**src/rtl/fp_mul_arbiter.sv**
```systemverilog
// Two-requester arbiter in front of a shared combinational FP16 multiplier.
// Accepts one operand pair, issues it for one cycle, then holds the
// registered product until the consumer takes it. Also keeps per-requester
// completion counts and a sticky NaN/Inf exception flag.
module fp_mul_arbiter #(
    parameter int unsigned PRIO_FIXED = 0
) (
    input  logic        clk,
    input  logic        rst,
    input  logic        req0_valid,
    input  logic [15:0] req0_a,
    input  logic [15:0] req0_b,
    output logic        req0_ready,
    input  logic        req1_valid,
    input  logic [15:0] req1_a,
    input  logic [15:0] req1_b,
    output logic        req1_ready,
    output logic [15:0] mul_a,
    output logic [15:0] mul_b,
    input  logic [15:0] mul_p,
    input  logic [5:0]  mul_flags,
    output logic        rsp_valid,
    output logic        rsp_id,
    output logic [15:0] rsp_p,
    output logic [5:0]  rsp_flags,
    input  logic        rsp_ready,
    output logic [15:0] cnt0,
    output logic [15:0] cnt1,
    output logic        exc
);

    typedef enum logic [1:0] {IDLE, ISSUE, RESP} state_t;

    state_t      state, state_nx;
    logic        grant;
    logic        last_grant;
    logic        id;
    logic        accept;
    logic [15:0] op_a, op_b;

    assign mul_a = op_a;
    assign mul_b = op_b;

    // Grant selection: lone requester wins; on contention use round-robin or fixed priority
    always_comb begin
        grant = 1'b0;
        if (req0_valid && req1_valid) begin
            grant = (PRIO_FIXED != 0) ? 1'b0 : ~last_grant;
        end else if (req1_valid) begin
            grant = 1'b1;
        end
    end

    // Next-state and ready outputs; readys are gated by reset so none leaks out while held
    always_comb begin
        state_nx   = state;
        req0_ready = 1'b0;
        req1_ready = 1'b0;
        accept     = 1'b0;
        case (state)
            IDLE: begin
                req0_ready = rst & req0_valid & ~grant;
                req1_ready = rst & req1_valid & grant;
                accept     = rst & ((req0_valid & ~grant) | (req1_valid & grant));
                if (accept) begin
                    state_nx = ISSUE;
                end
            end
            ISSUE: state_nx = RESP;
            RESP: begin
                if (rsp_ready) begin
                    state_nx = IDLE;
                end
            end
            default: state_nx = IDLE;
        endcase
    end

    // State register
    always_ff @(posedge clk or negedge rst) begin
        if (!rst) begin
            state <= IDLE;
        end else begin
            state <= state_nx;
        end
    end

    // Datapath: operand latch, response capture, counters and sticky exception
    always_ff @(posedge clk or negedge rst) begin
        if (!rst) begin
            last_grant <= 1'b1;
            id         <= 1'b0;
            op_a       <= '0;
            op_b       <= '0;
            rsp_valid  <= 1'b0;
            rsp_id     <= 1'b0;
            rsp_p      <= '0;
            rsp_flags  <= '0;
            cnt0       <= '0;
            cnt1       <= '0;
            exc        <= 1'b0;
        end else begin
            case (state)
                IDLE: begin
                    if (accept) begin
                        op_a <= grant ? req1_a : req0_a;
                        op_b <= grant ? req1_b : req0_b;
                        id   <= grant;
                    end
                end
                ISSUE: begin
                    rsp_p     <= mul_p;
                    rsp_flags <= mul_flags;
                    rsp_valid <= 1'b1;
                    rsp_id    <= id;
                    if (|mul_flags[5:3]) begin
                        exc <= 1'b1;
                    end
                end
                RESP: begin
                    if (rsp_ready) begin
                        rsp_valid  <= 1'b0;
                        last_grant <= id;
                        if (id) begin
                            cnt1 <= cnt1 + 16'd1;
                        end else begin
                            cnt0 <= cnt0 + 16'd1;
                        end
                    end
                end
                default: ;
            endcase
        end
    end

endmodule
```
**config.mk**
```make
export PLATFORM = sky130hd
export DESIGN_NAME = fp_mul_arbiter
export DESIGN_NICKNAME = d
export VERILOG_FILES = /design/src/rtl/fp_mul_arbiter.sv
export SDC_FILE = /design/constraint.sdc
export NUM_CORES = 1
export LEC_CHECK = 0
export CAP_MARGIN = 5
export CORE_MARGIN = 2
export CORE_UTILIZATION = 45
export DETAILED_ROUTE_END_ITERATION = 16
export PLACE_DENSITY = 0.86
export SETUP_SLACK_MARGIN = 0.1
export SLEW_MARGIN = 25
export SYNTH_ARGS = -nofsm -noshare
export SYNTH_HDL_FRONTEND = slang
export SYNTH_SLANG_ARGS = --single-unit
```
**constraint.sdc**
```tcl
create_clock -name clk -period 2.3 [get_ports clk]
set_input_delay 0.345 -clock clk [delete_from_list [all_inputs] [get_ports clk]]
set_output_delay 0.345 -clock clk [all_outputs]
set_load 0.005 [all_outputs]
```
# Word level (Yosys, flattened, before mapping)
# Cells that the tools add are included.
# totals
reg_bits,93
# op_classes
add_sub_neg,2
bitwise_logic,11
reduce_logical,11
eq_ne,4
mux,12
# op_table
operator,count
"adder 16 x 1 -> 16 bit, second input constant",2
2-to-1 mux 16 bit,2
AND reduction 2 bit,5
AND 1 bit,7
2-to-1 mux 1 bit,6
case mux 2 bit (3 select lines),1
AND reduction 3 bit,2
2-to-1 mux 2 bit,2
"!= test 2 bit, second input constant",2
NOT 1 bit,3
OR reduction 3 bit,1
"equality test 2 x 1 -> 1 bit, second input constant",1
"equality test 2 bit, second input constant",1
logical NOT 2 bit,1
case mux 1 bit (2 select lines),1
nonzero test 2 bit,1
logical AND 1 bit,1
bitwise OR 1 bit,1

# Longest topological paths before layout
# Gate-level depths: netlist (run 1).
# depth
depth_word,8
ltp_mapped,6

# Least setup slack after synthesis (run 1)
# OpenSTA, ideal clock, no wires.
# synth_path
path_kind,flip-flop to flip-flop
startpoint,register cnt0[4]
endpoint,register cnt0[15]
arrival_ns,1.440
synth_period_minus_slack_ns,1.519
path_stages_with_launch,6
required_ns,2.221
path_slack_ns,0.781
path_cell_list,dfrtp_1 -> nand3_2 -> or3_1 -> buf_2 -> nor4b_4 -> xor2_1
# synth_via
elab_chain_cells,1
# synth_rtl
element,line,rtl
start: declaration,27,"output logic [15:0] cnt0,"
start signal: assignment,127,cnt0 <= cnt0 + 16'd1;
adder 16 x 1 -> 16 bit,127,
# Every way passes these cells.
# A chain may end at the register's enable or synchronous reset.

# Final worst setup path (run 1)
# layout_path
startpoint,input port req0_valid
endpoint,output port req1_ready
# layout_via
elab_chain_cells,4
# layout_rtl
element,line,rtl
start: declaration,10,"input logic req0_valid,"
logical AND 1 bit,47,if (req0_valid && req1_valid) begin
2-to-1 mux 1 bit,47,
AND 1 bit,63,req1_ready = rst & req1_valid & grant;
2-to-1 mux 1 bit,60,case (state)
end: declaration,17,"output logic req1_ready,"
# Every way passes these cells.

==> flow_summary.json, run 1 <==
{
  "fmax_mhz": 468,
  "layout_min_cycle_time_ns": 2.14,
  "powerDensity_nw_per_um2": 936,
  "path_class": "in2out",
  "placed_cell_area_sq_um": 5950,
  "worst_slack_ns": 0.162,
  "synth_top_area_share_pct": 57.2,
  "worst_ep_required_time_ns": 1.96,
  "rows": 34,
  "synth_area_leader_cell": "dfrtp_1",
  "start_kind": "primary input",
  "fin_util_pct": 71.0,
  "finalSetupViolCount": 0,
  "finalClockSkew_ns": 0.00718,
  "grt_pass1_wl_um": 16800,
  "numCtsBuffers": 9,
  "fill_cells": 641,
  "cts_tree": "built",
  "ys_types": 36,
  "path_cells": "clkdlybuf4s50_1, a21boi_4, and2_1, clkdlybuf4s50_1",
  "totalPowerFinal_mw": 5.77,
  "fin_area_sq_um": 6160,
  "rsz0062_at_grt": "false",
  "r2r_setup_slack_ns": 0.54,
  "ys_seq_area_share_pct": 57.9,
  "cp_common_cell": "clkdlybuf4s50_1",
  "clk_pin_slew_ns": 0.09,
  "routabilityCongestion": 0.758,
  "antenna_found_initial": 0,
  "ys_seq_elements": 93,
  "area_growth_pct": 53.2,
  "vdd_drop_max_v": 0.000526,
  "initial_core_util_pct": 46.3,
  "track_usage_pct": 21.2,
  "core-area_sq_um": 8680,
  "viasPerCell": 4.98,
  "vias": 3394,
  "outcome": "completed",
  "multi_input_area_sq_um": 1610,
  "tightest_slew_ns": 0.891,
  "fin_crit_sh_pct": 92.9,
  "r2r_end": "cnt0[12]",
  "insertedDiodeCount": 0,
  "fin_nets": 661,
  "ff2ff_path_depth": 4,
  "hold_path.class": "in2async",
  "seqCellArea_sq_um": 2330,
  "post-place-ws_ns": 0.160,
  "io-pin-count": 182,
  "fin_setup_tns_ns": 0,
  "maxCapViolCount": 0,
  "cts_sinks": 93,
  "cts_max_level": 3,
  "cp_num_cells": 4,
  "synthTopCellsByArea": "dfrtp_1 57%, mux2i_1 8.0%, nand2_1 7.9%",
  "wl_per_cell_um": 14.7,
  "r2r_start": "state[0]",
  "synth_warnings": 0,
  "wl_um": 10000,
  "grt_max_degree": 60,
  "endpoint_kind": "output pin",
  "first_iter_violations": 81,
  "antenna_left": 0,
  "whs_ns": 0.0433,
  "die_area_sq_um": 9710,
  "syn_nets": 482,
  "critPathBufInv": 2,
  "slowest_delay_ns": 0.51,
  "cts_setup_buffers": 0,
  "instances_no_fill": 681,
  "clock_latency_ns": 0.34,
  "postSynthCellCount": 389,
  "grt_pass1_vias": 3469,
  "hold_violations": 0,
  "drive_gt1_share_pct": 6.11,
  "worstPathMaxFanout": 5,
  "cts_root_buffer": "clkbuf_8",
  "netlist_area_sq_um": 4020,
  "relSlewSlack_pct": 40.6,
  "maxSlewViolCount": 0,
  "dp_cells": 665,
  "arrival_ns": 1.79,
  "port_buffers": 181,
  "power.leakage_nw": 2.76,
  "die_w_um": 98.5,
  "cp_slowest_cell": "clkdlybuf4s50_1",
  "syn_avg_cell_area_sq_um": 10.3,
  "dp_hpwl_um": 7530,
  "die_h_um": 98.5,
  "route.detailed.drc": 0,
  "gr-total-overflow": 0,
  "cts_buffer_depth": 2,
  "cp_top_family": "buffers and inverters",
  "dr.pass1.iters": 4
}
[worst register-to-register path, cell delays in order, from the launching register on]
cell      delay, ns
dfrtp_2        0.47
and4bb_1       0.42
nand4_1        0.32
nor3_1         0.27
xor2_1         0.19
[cell type report]
class,count,area share (%)
Sequential cell,93,37.8
Timing Repair Buffer,187,30.3
Multi-Input combinational cell,270,26.1
Clock buffer,12,2.68
Tap cell,108,2.19
Clock inverter,4,0.487
Inverter,7,0.426
[Yosys cell counts]
cell / n
a21boi_0: 1
a21o_1: 1
a21oi_1: 33
and2_1: 1
and3_1: 2
and4b_1: 1
and4bb_1: 1
buf_2: 11
clkbuf_1: 8
clkinv_1: 1
dfrtp_1: 92
dfstp_2: 1
ha_1: 2
inv_1: 6
mux2_2: 1
mux2i_1: 32
nand2_1: 85
nand2b_1: 2
nand3_1: 7
nand3_2: 2
nand4_1: 7
nand4b_1: 1
nor2_1: 41
nor2b_1: 1
nor3_1: 6
nor3b_1: 1
nor4_1: 2
nor4_2: 2
nor4b_4: 1
o21a_1: 1
o21ai_0: 3
o21bai_1: 1
or2_1: 1
or3_1: 1
xnor2_1: 19
xor2_1: 11
[per-layer routing]
layer	global-route usage (%)	share of wire (%)	up-vias
met4	6.64	2.0	0
met5	0	0	-
met2	35.5	49	152
met1	26.5	40	1578
li1	-	-	1643
met3	6.45	8.8	21
[report_power, final]
| group | switching [mW] | leakage, nW | internal (mW) |
|---|---|---|---|
| sequential | 0.379 | 1.12 | 2.17 |
| combinational | 0.813 | 1.54 | 1.34 |
| clock | 0.576 | 0.0990 | 0.487 |
| total | 1.77 | 2.76 | 4.00 |
[how the worst max path moves through the flow]
stage	startpoint	endpoint	slack, ns
after floorplan	cnt0[4]	cnt0[15]	0.78
after global placement	req1_valid	req1_ready	0.21
after detailed placement	req0_valid	req1_ready	0.16
after CTS	state[0]	req0_ready	0.10
after global routing	state[0]	req1_ready	0.11
final	req0_valid	req1_ready	0.16
[timing repair]
| action | in CTS | in global routing |
|---|---|---|
| pin swaps | 1 | 0 |
| hold buffers | 0 | 0 |
| setup endpoints to repair | 2 | 1 |
| resized for setup | 4 | 1 |
[cells by family after synthesis]
kind of cell / Yosys count / synth area share (%)
compound gates: 40 / 5.23
xor+xnor: 30 / 6.53
fa+ha+maj: 2 / 0.622
buf+inv: 26 / 2.77
flops: 93 / 57.9
mux: 33 / 8.25
simple gates: 165 / 18.7
[placed cells by master, fill, tap and decap left out, drive strengths merged, types with 2 or more instances in the layout]
| cell type | n |
|---|---|
| a21oi | 33 |
| ha | 2 |
| buf | 7 |
| nand3 | 9 |
| nand2b | 2 |
| nand2 | 85 |
| nor3 | 6 |
| o21ai | 3 |
| nor4 | 4 |
| xnor2 | 19 |
| xor2 | 11 |
| nor2 | 41 |
| and3 | 2 |
| clkinv | 3 |
| clkdlybuf4s50 | 179 |
| mux2i | 32 |
| nand4 | 7 |
| inv | 7 |
| clkbuf | 12 |
| dfrtp | 92 |
[flip-flops by register name (all words and copies together) (netlist names)]
name	flops
state	2
last_grant	1
cnt0	16
mul_b	16
exc	1
cnt1	16
mul_a	16
rsp_valid	1
id	1
rsp_p	16
rsp_flags	6
rsp_id	1
No activity file was read; power rests on OpenSTA's default activity.
==> inputs of run 2 (changes only) <==
==> constraint.sdc (replaced) <==
create_clock -name clk -period 2.3 [get_ports clk]
set_input_delay 0.46 -clock clk [delete_from_list [all_inputs] [get_ports clk]]
set_output_delay 0.46 -clock clk [all_outputs]
set_load 0.005 [all_outputs]
==> run 2 against run 1 <==
  * Clock skew up 0.0066 ns
  * Routed wire length up 2.5%
  * Count of clock-buffer cells in the layout down 2
  * Fmax up 5.5%
  * Critical path type unchanged
==> flow_summary.json, run 2 (synthesis gave the netlist of run 1 again) <==
{
  "hold_violations": 0,
  "viasPerCell": 5.07,
  "path_class": "in2out",
  "io-pin-count": 182,
  "vdd_drop_max_v": 0.000495,
  "power.share.clock_pct": 21.4,
  "seqCellArea_sq_um": 2330,
  "antenna_found_initial": 0,
  "routabilityCongestion": 0.771,
  "track_usage_pct": 21.7,
  "vias": 3476,
  "die_area_sq_um": 9710,
  "relSlewSlack_pct": 43.0,
  "fin_nets": 665,
  "route.detailed.drc": 0,
  "insertedDiodeCount": 0,
  "cts_root_buffer": "clkbuf_8",
  "cts_max_level": 3,
  "start_kind": "primary input",
  "grt_max_degree": 94,
  "comb_power_share_pct": 36.7,
  "placed_cell_area_sq_um": 5970,
  "dp_hpwl_um": 7700,
  "core-area_sq_um": 8680,
  "outcome": "completed",
  "wl_um": 10300,
  "arrival_ns": 1.57,
  "die_h_um": 98.5,
  "hold_buffers": 0,
  "endpoint_kind": "output pin",
  "rows": 34,
  "drive_gt1_share_pct": 6.76,
  "layout_common_cells": "177 x clkdlybuf4s50_1, 90 x dfrtp_1, 85 x nand2_1",
  "multi_input_area_sq_um": 1600,
  "finalSetupViolCount": 0,
  "area_growth_pct": 54.8,
  "maxCapViolCount": 0,
  "rsz0062_at_grt": "false",
  "r2r_start": "state[0]",
  "power.leakage_nw": 2.79,
  "clock_latency_ns": 0.36,
  "whs_ns": 0.281,
  "initial_core_util_pct": 46.3,
  "dr.pass1.iters": 4,
  "power_switching_mw": 1.85,
  "port_buffers": 181,
  "cts_tree": "built",
  "layout_min_cycle_time_ns": 2.03,
  "worstPathMaxFanout": 4,
  "seq_power_share_pct": 42.0,
  "fill_cells": 647,
  "startpoint": "req1_valid",
  "gr-total-overflow": 0,
  "cts_sinks": 93,
  "wl_per_cell_um": 15.0,
  "grt_pass1_wl_um": 17000,
  "switching_share_pct": 30.6,
  "worst_ep_required_time_ns": 1.84,
  "fin_setup_tns_ns": 0,
  "hold_path.class": "in2async",
  "clk_pin_slew_ns": 0.10,
  "numCtsBuffers": 9,
  "fmax_mhz": 493,
  "first_iter_violations": 79,
  "tightest_slew_ns": 0.855,
  "fin_crit_sh_pct": 88.1,
  "fin_area_sq_um": 6230,
  "p_int_mw": 4.20,
  "cts_buffer_depth": 2,
  "finalClockSkew_ns": 0.0138,
  "final_common_cell": "clkdlybuf4s50_1",
  "maxSlewViolCount": 0,
  "antenna_left": 0,
  "powerDensity_nw_per_um2": 971,
  "die_w_um": 98.5,
  "grt_pass1_vias": 3652
}
## run 2: worst paths after layout
path / end / slack [ns] / cells after the start
worst max register to register: cnt0[12] / 0.54 / 5
worst max-delay path: req1_ready / 0.27 / 4
max in group asynchronous: state[0] / 1.41 / 2
worst min register to register: cnt1[15] / 0.48 / 1
min in group clk: cnt1[15] / 0.48 / 1
worst min-delay path: rsp_flags[1] / 0.28 / 2
## run 2: timing repair
item                                    in CTS  in global routing
setup buffers                                2                  0
gates resized for setup                      6                  0
endpoints found under the setup margin       2                  0
## run 2: power groups by stage
stage               registers [mW]  clock network [mW]  logic (mW)
floorplan                     2.57                   0       0.714
global placement              2.53                   0        2.14
detailed placement            2.57                   0        2.22
CTS                           2.54                1.31        2.25
global route                  2.61                1.38        2.43
finish                        2.54                1.29        2.22
## run 2: worst max-delay path, stage by stage
cell and delay (ns):
clkdlybuf4s50_1 0.48, a21boi_4 0.20, and2_1 0.17, dlygate4sd2_1 0.26
## run 2: area by class of cell
type / instances / share of cell area, %
inverters: 7 / 0.422
well taps: 108 / 2.17
repair buffers: 191 / 30.5
flip-flops and latches: 93 / 37.4
multi-input cells: 270 / 25.7
clock buffers: 10 / 2.21
clock inverters: 6 / 1.61
## run 2: stage by stage
step / utilization, % / setup slack [ns] / std cells / power [mW]
floorplan: - / 0.599 / 389 / 3.28
global placement: 68.7 / 0.0108 / 667 / 4.67
detailed placement: 68.8 / -0.0232 / 667 / 4.79
CTS: 71.7 / 0.256 / 685 / 6.10
global route: 71.7 / 0.129 / 685 / 6.42
finish: 71.7 / 0.273 / 685 / 6.05
## run 2: metal layers
layer | global-route usage (%) | up-vias | wire, um
met4 | 6.85 | 0 | 172
met3 | 7.45 | 15 | 887
met2 | 38.5 | 135 | 5270
li1 | - | 1661 | -
met5 | 0 | - | 0
met1 | 24.7 | 1665 | 3950
